`src/rtl/gps_sample_packer.sv`:
```
// gps_sample_packer: packs 2-bit I/Q samples into framed words on a valid/ready stream with drop counting
module gps_sample_packer #(
  parameter int SPW = 4,
  parameter int FRAME_WORDS = 64,
  parameter logic [4*SPW-1:0] SYNC_WORD = 16'h1ACF
) (
  input  logic               GPS_CLK_16_368,
  input  logic               RESET_N,
  input  logic               GPS_I0,
  input  logic               GPS_I1,
  input  logic               GPS_Q0,
  input  logic               GPS_Q1,
  input  logic               ENABLE,
  output logic [4*SPW-1:0]   OUT_DATA,
  output logic               OUT_VALID,
  input  logic               OUT_READY,
  output logic               OUT_SOF,
  output logic               OVERFLOW
);
  localparam int W = 4 * SPW;
  localparam int H = W / 2;
  localparam int CW = $clog2(SPW);
  typedef enum logic [1:0] {IDLE, SYNC, SEQ, DATA} state_t;
  state_t r_state;
  logic [W-5:0] r_sh;
  logic [W-1:0] r_pend;
  logic r_pend_v;
  logic [CW-1:0] r_scnt;
  logic [H-1:0] r_seq, r_drop;
  logic [15:0] r_wcnt;
  logic [W-1:0] w_word;
  logic [H-1:0] w_drop_inc;
  logic w_free, w_done, w_take, w_drop;
  always_comb begin
    w_word = {r_sh, GPS_I1, GPS_I0, GPS_Q1, GPS_Q0};
    w_free = !OUT_VALID || OUT_READY;
    w_done = ENABLE && r_state != IDLE && r_scnt == CW'(SPW - 1);
    w_take = ENABLE && r_state == DATA && w_free && r_pend_v;
    w_drop = w_done && r_pend_v && !w_take;
    w_drop_inc = r_drop + H'(r_drop != '1);
  end
  always_ff @(posedge GPS_CLK_16_368) begin
    if (!RESET_N) begin
      r_state <= IDLE;
      r_sh <= '0;
      r_pend <= '0;
      r_pend_v <= 1'b0;
      r_scnt <= '0;
      r_seq <= '0;
      r_drop <= '0;
      r_wcnt <= '0;
      OUT_DATA <= '0;
      OUT_VALID <= 1'b0;
      OUT_SOF <= 1'b0;
      OVERFLOW <= 1'b0;
    end else begin
      if (OUT_VALID && OUT_READY) OUT_VALID <= 1'b0;
      if (!ENABLE) begin
        r_state <= IDLE;
        r_pend_v <= 1'b0;
        r_scnt <= '0;
      end else begin
        if (r_state != IDLE) begin
          r_sh <= w_word[W-5:0];
          r_scnt <= w_done ? '0 : r_scnt + 1'b1;
        end
        if (w_drop) begin
          r_drop <= w_drop_inc;
          OVERFLOW <= 1'b1;
        end else if (w_done) begin
          r_pend <= w_word;
          r_pend_v <= 1'b1;
        end else if (w_take) begin
          r_pend_v <= 1'b0;
        end
        if (r_state == IDLE) begin
          r_state <= SYNC;
        end else if (w_free && r_state == SYNC) begin
          OUT_DATA <= SYNC_WORD;
          OUT_SOF <= 1'b1;
          OUT_VALID <= 1'b1;
          r_state <= SEQ;
        end else if (w_free && r_state == SEQ) begin
          OUT_DATA <= {r_seq, r_drop};
          OUT_SOF <= 1'b0;
          OUT_VALID <= 1'b1;
          r_drop <= H'(w_drop);
          r_wcnt <= '0;
          r_state <= DATA;
        end else if (w_take) begin
          OUT_DATA <= r_pend;
          OUT_SOF <= 1'b0;
          OUT_VALID <= 1'b1;
          r_wcnt <= r_wcnt + 1'b1;
          if (r_wcnt == 16'(FRAME_WORDS - 1)) begin
            r_seq <= r_seq + 1'b1;
            r_state <= SYNC;
          end
        end
      end
    end
  end
endmodule

```
`config.mk`:
```
export PLATFORM = sky130hd
export DESIGN_NAME = gps_sample_packer
export DESIGN_NICKNAME = d
export VERILOG_FILES = /design/src/rtl/gps_sample_packer.sv
export SDC_FILE = /design/constraint.sdc
export NUM_CORES = 1
export LEC_CHECK = 0
export CORE_ASPECT_RATIO = 0.5
export CORE_UTILIZATION = 40
export CTS_CLUSTER_DIAMETER = 200
export DETAILED_ROUTE_END_ITERATION = 6
export SLEW_MARGIN = 10
export SYNTH_ARGS = -nofsm -noshare
export SYNTH_HDL_FRONTEND = slang
export SYNTH_SLANG_ARGS = --single-unit
export TNS_END_PERCENT = 20
```
`constraint.sdc`:
```
create_clock -name GPS_CLK_16_368 -period 2.1 [get_ports GPS_CLK_16_368]
set_input_delay 0.42 -clock GPS_CLK_16_368 [delete_from_list [all_inputs] [get_ports GPS_CLK_16_368]]
set_output_delay 0.42 -clock GPS_CLK_16_368 [all_outputs]
set_load 0.03 [all_outputs]
```
==> results.py <==
metrics = {
    "run_status": {
        "status": "finished, final reports clean",
    },
    "clocking": {
        "cts.htree.levels": 3,
        "cts_setup_buffers": 0,
        "numCtsBuffers": 9,
        "cts.path.max_buffers": 2,
        "clock_sinks": 84,
        "insertion_delay_ns": 0.35,
        "cts_resized": 0,
        "clock_tree_from_tritoncts": "yes",
        "clock_tree.root_cell": "sky130_fd_sc_hd__clkbuf_16",
        "number_of_hold_buffers_added_after_cts": 0,
        "cts.reportedPaths.clkPinSlew_ns": 0.07,
    },
    "finish": {
        "finalNetCount": 510,
        "utilization_pct": 52.0,
        "stdcell_area_sq_um": 4650,
        "post_route_cells_drive_above_1_share_pct": 11.2,
        "final_common_cell": "sky130_fd_sc_hd__dfxtp_1",
        "areaGrowthSynthToFinish_pct": 22.7,
        "diodes": 0,
        "final_cell_mix": "sky130_fd_sc_hd__dfxtp_1, sky130_fd_sc_hd__nand2_1, sky130_fd_sc_hd__a21oi_1, sky130_fd_sc_hd__o21ai_0, sky130_fd_sc_hd__nand3_1",
    },
    "power": {
        "internal_power_consumption_mw": 2.64,
        "power.switching_mw": 0.852,
        "pwr-share-seq_pct": 46.6,
        "power.share.clock_pct": 46.9,
        "irDropWorstVdd_v": 0.000378,
        "comb_power_share_pct": 6.5,
        "power.leakage_nw": 1.56,
        "power.density_nw_per_um2": 750,
        "sw_frac_of_total_pct": 24.4,
    },
    "sta": {
        "report.final.setup_viol": 0,
        "finClkSkew_ns": 0.0101,
        "layout_worst_path_cycle_share_pct": 92.2,
        "grt_setup_unrepaired": "no",
        "worst-slew-pin-transition_ns": 0.737,
        "setup_total_negative_slack_ns": 0,
        "highest_achievable_clock_rate_ghz": 0.517,
        "hold_violations": 0,
        "timing.max_slew.rel_slack_pct": 50.9,
        "hold_ws_ns": 0.462,
        "fin_crit_ns": 1.94,
        "timing_max_transition_violations_final": 0,
    },
    "critical_path": {
        "worstPathMaxFanout": 13,
        "worst_ep_arrival_time_ns": 2.22,
        "crit_path_cell_trace": "nand2_2 > or3_1 > buf_4 > nor4_1 > mux2i_1",
        "path_type_of_the_worst_setup_path": "flop to flop",
        "rr_worst_depth": 5,
        "worstPathBufferInverterCount": 1,
        "crit_slowest_cell": "sky130_fd_sc_hd__dfxtp_1",
        "endpoint_kind": "flop",
        "worst-endpoint-required_ns": 2.38,
        "critical_path_cell_count": 5,
        "worst_path_dominant_cell_family": "simple AND/OR/NAND/NOR gates",
        "startpoint_type": "flop",
        "delay_of_the_slowest_cell_on_the_worst_path_ns": 0.65,
    },
    "die": {
        "design.portCount": 27,
        "floorplan.die.height_um": 70.9,
        "rows": 24,
        "die_area_sq_um": 9900,
        "floorplan.core_area_sq_um": 8950,
        "die-width_um": 140,
        "initial_core_util_pct": 42.4,
    },
    "global_route": {
        "antenna_found_initial": 0,
        "first_global_vias": 3209,
        "grt_overflow": 0,
        "grt.total_usage_pct": 19.9,
        "grt_first_pass_wirelength_um": 15500,
        "maximum_number_of_pins_on_one_net_before_global_route_repair": 38,
    },
    "synth": {
        "yosys_register_bits": 84,
        "netlist.top_cell.by_area": "sky130_fd_sc_hd__dfxtp_1",
        "synthSimpleGateAreaFrac_pct": 24.0,
        "synth_top_family_by_area": "simple AND/OR/NAND/NOR gates",
        "ys_warn_count": 0,
        "mappedNetlistArea_sq_um": 3790,
        "postSynthAreaPerCell_sq_um": 8.32,
        "syn-num-nets": 469,
        "syn_inst": 456,
        "synth_fa_ha_area_share_pct": 1.65,
        "synth_compound_area_share_pct": 22.5,
        "post_synth_xor_area_fraction_pct": 0.231,
        "ys_seq_area_share_pct": 44.3,
        "synth.mux.area_fraction_pct": 3.17,
        "synth.lib_cells_used.distinct": 47,
        "yosys-top-cells-area": "sky130_fd_sc_hd__dfxtp_1, sky130_fd_sc_hd__a21oi_1, sky130_fd_sc_hd__nand2_1",
        "portion_of_synthesized_cell_area_occupied_by_the_leading_cell_type_pct": 44.3,
    },
    "route": {
        "detail_route.drc_violations": 0,
        "first_pass_iters": 4,
        "vias": 3378,
        "final_antenna_net_count": 0,
        "routed_via_density": 5.46,
        "postRouteWirelength_um": 9280,
        "detail_route.wl_per_cell_um": 15.0,
        "drtIter0Drc": 216,
    },
    "placed_design": {
        "place.detailed.hpwl_um": 6480,
        "gp_congestion": 0.852,
        "io_buffers": 26,
        "placement.cell_area_sq_um": 4350,
    },
    "min_path": {
        "worst_hold_path.num_cells": 2,
        "hold_class": "flop to flop",
    },
    "job": {
        "reported_max_cap_violation_count": 0,
    },
}
==> state kept, by name (all words and copies together) (netlist names) <==
register and count:
OUT_DATA 16, OUT_SOF 1, OUT_VALID 1, OVERFLOW 1
r_drop 8, r_pend 16, r_pend_v 1, r_scnt 2
r_seq 8, r_sh 12, r_state 2, r_wcnt 16
==> cells by family after synthesis <==
family / count (synthesis)
flops: 84
xor+xnor: 1
compound gates: 141
buf+inv: 35
fa+ha+maj: 5
mux: 12
simple gates: 178
==> worst min-delay path: stages (launching register included) <==
cell and delay [ns]:
sky130_fd_sc_hd__dfxtp_1 0.31, sky130_fd_sc_hd__nand2_1 0.05, sky130_fd_sc_hd__a21oi_1 0.05
==> final timing paths <==
path | startpoint | end | slack, ns
worst max register to register | r_state[1] | r_seq[7] | 0.16
worst min register to register | r_sh[11] | r_sh[11] | 0.46
worst max-delay path | r_state[1] | r_seq[7] | 0.16
worst min-delay path | r_sh[11] | r_sh[11] | 0.46
==> layout make-up <==
class / count / area [sq um]
timing repair buffer: 58 / 538
clock buffer: 9 / 225
clock inverter: 7 / 80.1
tap: 117 / 146
multi-input combinational: 337 / 1960
inverter: 7 / 26.3
sequential: 84 / 1680
fill: 865 / 4300
==> synth_stat cells (all sizes together) <==
cell / number
a31oi: 1
nor3: 9
a21o: 1
nor3b: 1
o21bai: 1
nor2: 12
or3: 8
o41ai: 4
o22a: 1
o21ai: 37
mux2i: 12
nor2b: 4
a21oi: 54
xnor2: 1
ha: 5
nand3: 33
nand2b: 17
o22ai: 20
a211oi: 2
or2: 1
clkbuf: 15
nor4: 6
inv: 6
buf: 13
nand4: 9
o311ai: 3
o211a: 1
o31ai: 6
a2111oi: 1
nand2: 63
and2: 6
and4: 1
nand4b: 1
dfxtp: 84
o31a: 1
clkinv: 1
or4: 4
a22oi: 8
and3: 3
==> through the flow <==
step	setup slack (ns)	power, mW	instances
after floorplan	0.321	1.79	456
after global placement	-0.0961	1.89	603
after detailed placement	-0.141	1.89	603
after CTS	0.163	3.53	619
after global routing	0.0297	3.61	619
final	0.164	3.49	619
==> power by group through the flow <==
| stage | sequential, mW | combinational (mW) | clock [mW] |
|---|---|---|---|
| floorplan | 1.68 | 0.111 | 0 |
| global placement | 1.66 | 0.226 | 0 |
| detailed placement | 1.66 | 0.227 | 0 |
| CTS | 1.63 | 0.228 | 1.67 |
| global route | 1.63 | 0.249 | 1.73 |
| finish | 1.63 | 0.227 | 1.64 |
==> layer usage <==
metal	GRT usage, %	vias up	wire, um
met5	0	-	0
met4	6.84	0	148
met3	5.08	11	480
met2	32.1	64	4040
met1	26.2	1556	4610
li1	-	1747	-
Power figures use the tool's default switching activity.
==> RTL edit: new RTL, config.mk and constraints unchanged <==
Change the parameter `SPW` from 4 to 8.
--- a/src/rtl/gps_sample_packer.sv
+++ b/src/rtl/gps_sample_packer.sv
@@ -2,3 +2,3 @@
 module gps_sample_packer #(
-  parameter int SPW = 4,
+  parameter int SPW = 8,
   parameter int FRAME_WORDS = 64,
Ports: changed (resized OUT_DATA); port bits go from 27 to 43. The function was not compared with the original's and may differ.
==> RTL edit against the unedited design <==
- sequential cell count grew 65
- wire length grew 70%
- worst hold slack lost 0.012 ns
- worst setup slack lost 0.14 ns
- cell area grew 67%
- synthesized area grew 59%
- via count grew 60%
- power grew 81%
==> RTL edit: results (changes against the unedited design) <==
[setup_path]
path_max_fanout = 6  ; -7
crit_type = reg2reg
rr_startpoint = r_wcnt[11]$_SDFFE_PN0P_
ff2ff_path_depth = 6  ; +1
cp.arrival_ns = 2.44  ; +0.22 ns
r2r_setup_slack_ns = 0.02  ; -0.14 ns
endpoint = r_seq[13]$_SDFFE_PN0P_

[power_and_ir_drop]
peakVddDrop_mv = 0.592  ; +57%
power_leakage_nw = 2.72  ; +74%

[clock_tree]
clk_latency_ns = 0.43  ; +0.08 ns
numCtsBuffers = 17  ; +8
root_buffer = clkbuf_16
htreeDepth = 4  ; +1
cts_buffer_depth = 2  ; unchanged
clk_pin_slew_ns = 0.06

[yosys]
ys_async_sr_fraction_pct = 0  ; unchanged
synth_nets = 739  ; +58%
netlist-cell-type-count = 50  ; +6.4%
synth_common_cells = 149 x dfxtp_1, 148 x nand2_1, 91 x a21oi_1
yosysWarnings = 0  ; unchanged
synthTopCellsByArea = dfxtp_1 49%, nand2_1 9.2%, a21oi_1 7.5%
ys_seq_area_share_pct = 49.3  ; +5.0 points

[layout]
num_antenna_cells = 0  ; unchanged
drive_above_1_share_pct = 15.0  ; +3.9 points
reg_top3 = OUT_DATA: 32 flops, r_pend: 32 flops, r_sh: 28 flops
fin_nets = 814  ; +60%

[place]
portBuffers = 42  ; +62%
gp_routability_congestion = 0.835  ; -2.0%
dp_hpwl_mm = 10.2  ; +57%

[timing]
worst_slew_pin_slew_ns = 0.748  ; +0.0110 ns
finalCritPeriodShare_pct = 99.0  ; +6.9 points
fin_skew_ns = 0.00966  ; -0.000491 ns
slew_violations = 0  ; unchanged

[worst_hold_path]
hold_path.class = reg2reg

[global_routing]
grt_pass1_wl_mm = 25.0  ; +61%
grt_max_degree = 64  ; +68%
grt_pass1_vias = 4789  ; +49%
grt_use_total_pct = 20.7  ; +0.77 points
antenna_found_initial = 0  ; unchanged

[routing]
drt-initial-drc-count = 362  ; +68%
drt_wl_total_mm = 15.7  ; +70%
firstDrtPassIters = 5  ; +1
avgViaCountPerCell = 5.34  ; -2.1%

[run_status]
outcome = finished, final reports clean

==> RTL edit: area by class of cell <==
cell class	count	area [um2]
tap	198	248
timing repair buffer	102	978
sequential	149	2990
inverter	7	27.5
clock inverter	14	163
fill	1332	6860
clock buffer	18	439
multi-input combinational	523	2920
==> RTL edit: per-stage QoR <==
stage                     cells  hold slack, ns  instance area [um2]  TNS, ns  setup slack, ns
after floorplan             725           0.432                 6050        0           0.0972
after global placement      974           0.441                 7060   -11.23           -0.350
after detailed placement    974           0.446                 7060   -11.82           -0.371
after CTS                  1006           0.453                 7660        0          0.00138
after global routing       1011           0.474                 7760  -0.0489          -0.0299
final                      1011           0.451                 7760        0           0.0202
==> RTL edit: worst min path at each step <==
stage                                        start                  endpoint  slack (ns)  depth (start not counted)
after floorplan              r_sh[24]$_SDFFE_PN0P_   r_pend[28]$_SDFFE_PN0P_        0.43                          2
after global placement    OUT_DATA[6]$_SDFFE_PN0P_  OUT_DATA[6]$_SDFFE_PN0P_        0.44                          2
after global routing      OUT_DATA[7]$_SDFFE_PN0P_  OUT_DATA[7]$_SDFFE_PN0P_        0.47                          2
after detailed placement  OUT_DATA[6]$_SDFFE_PN0P_  OUT_DATA[6]$_SDFFE_PN0P_        0.45                          2
after CTS                 OUT_DATA[6]$_SDFFE_PN0P_  OUT_DATA[6]$_SDFFE_PN0P_        0.45                          2
final                     OUT_DATA[6]$_SDFFE_PN0P_  OUT_DATA[6]$_SDFFE_PN0P_        0.45                          2
==> RTL edit: where the power goes <==
group          switching [mW]  internal, mW
logic                   0.220         0.136
clock network            1.36          1.72
registers              0.0214          2.86
total                    1.60          4.71
==> RTL edit: what timing repair did <==
item | in CTS | in global routing
setup buffers | 0 | 4
pin swaps | 2 | 12
setup endpoints to repair | 2 | 17
gates cloned | 0 | 1
resized for setup | 1 | 20
==> RTL edit: worst max-delay path, cell delays in order, from the launching register on <==
cell	delay, ns
dfxtp_1	0.33
nor4_4	0.34
nand3_2	0.17
buf_6	0.16
or4_4	0.54
or3_4	0.35
a21oi_2	0.12
==> RTL edit: kinds of logic (layout without fill, tap and decap cells) <==
kind of cell / Yosys count / count (layout) / synth area share, %
AND/OR/NAND/NOR: 336 / 337 / 26.2
adder cells (fa/ha/maj): 6 / 6 / 1.24
buffers and inverters: 54 / 141 / 3.66
multiplexers: 1 / 1 / 0.166
XOR/XNOR: 31 / 31 / 4.49
flip-flops: 149 / 149 / 49.3
AO/OA/AOI/OAI: 148 / 148 / 14.9
==> RTL edit: routing by layer <==
metal  up-vias  GRT usage [%]  share of wire, %
met5         -              0                 0
met4         0           5.93              0.79
met3        16           4.85               4.9
met2       120           33.0                44
met1      2582           28.2                50
li1       2685              -                 -
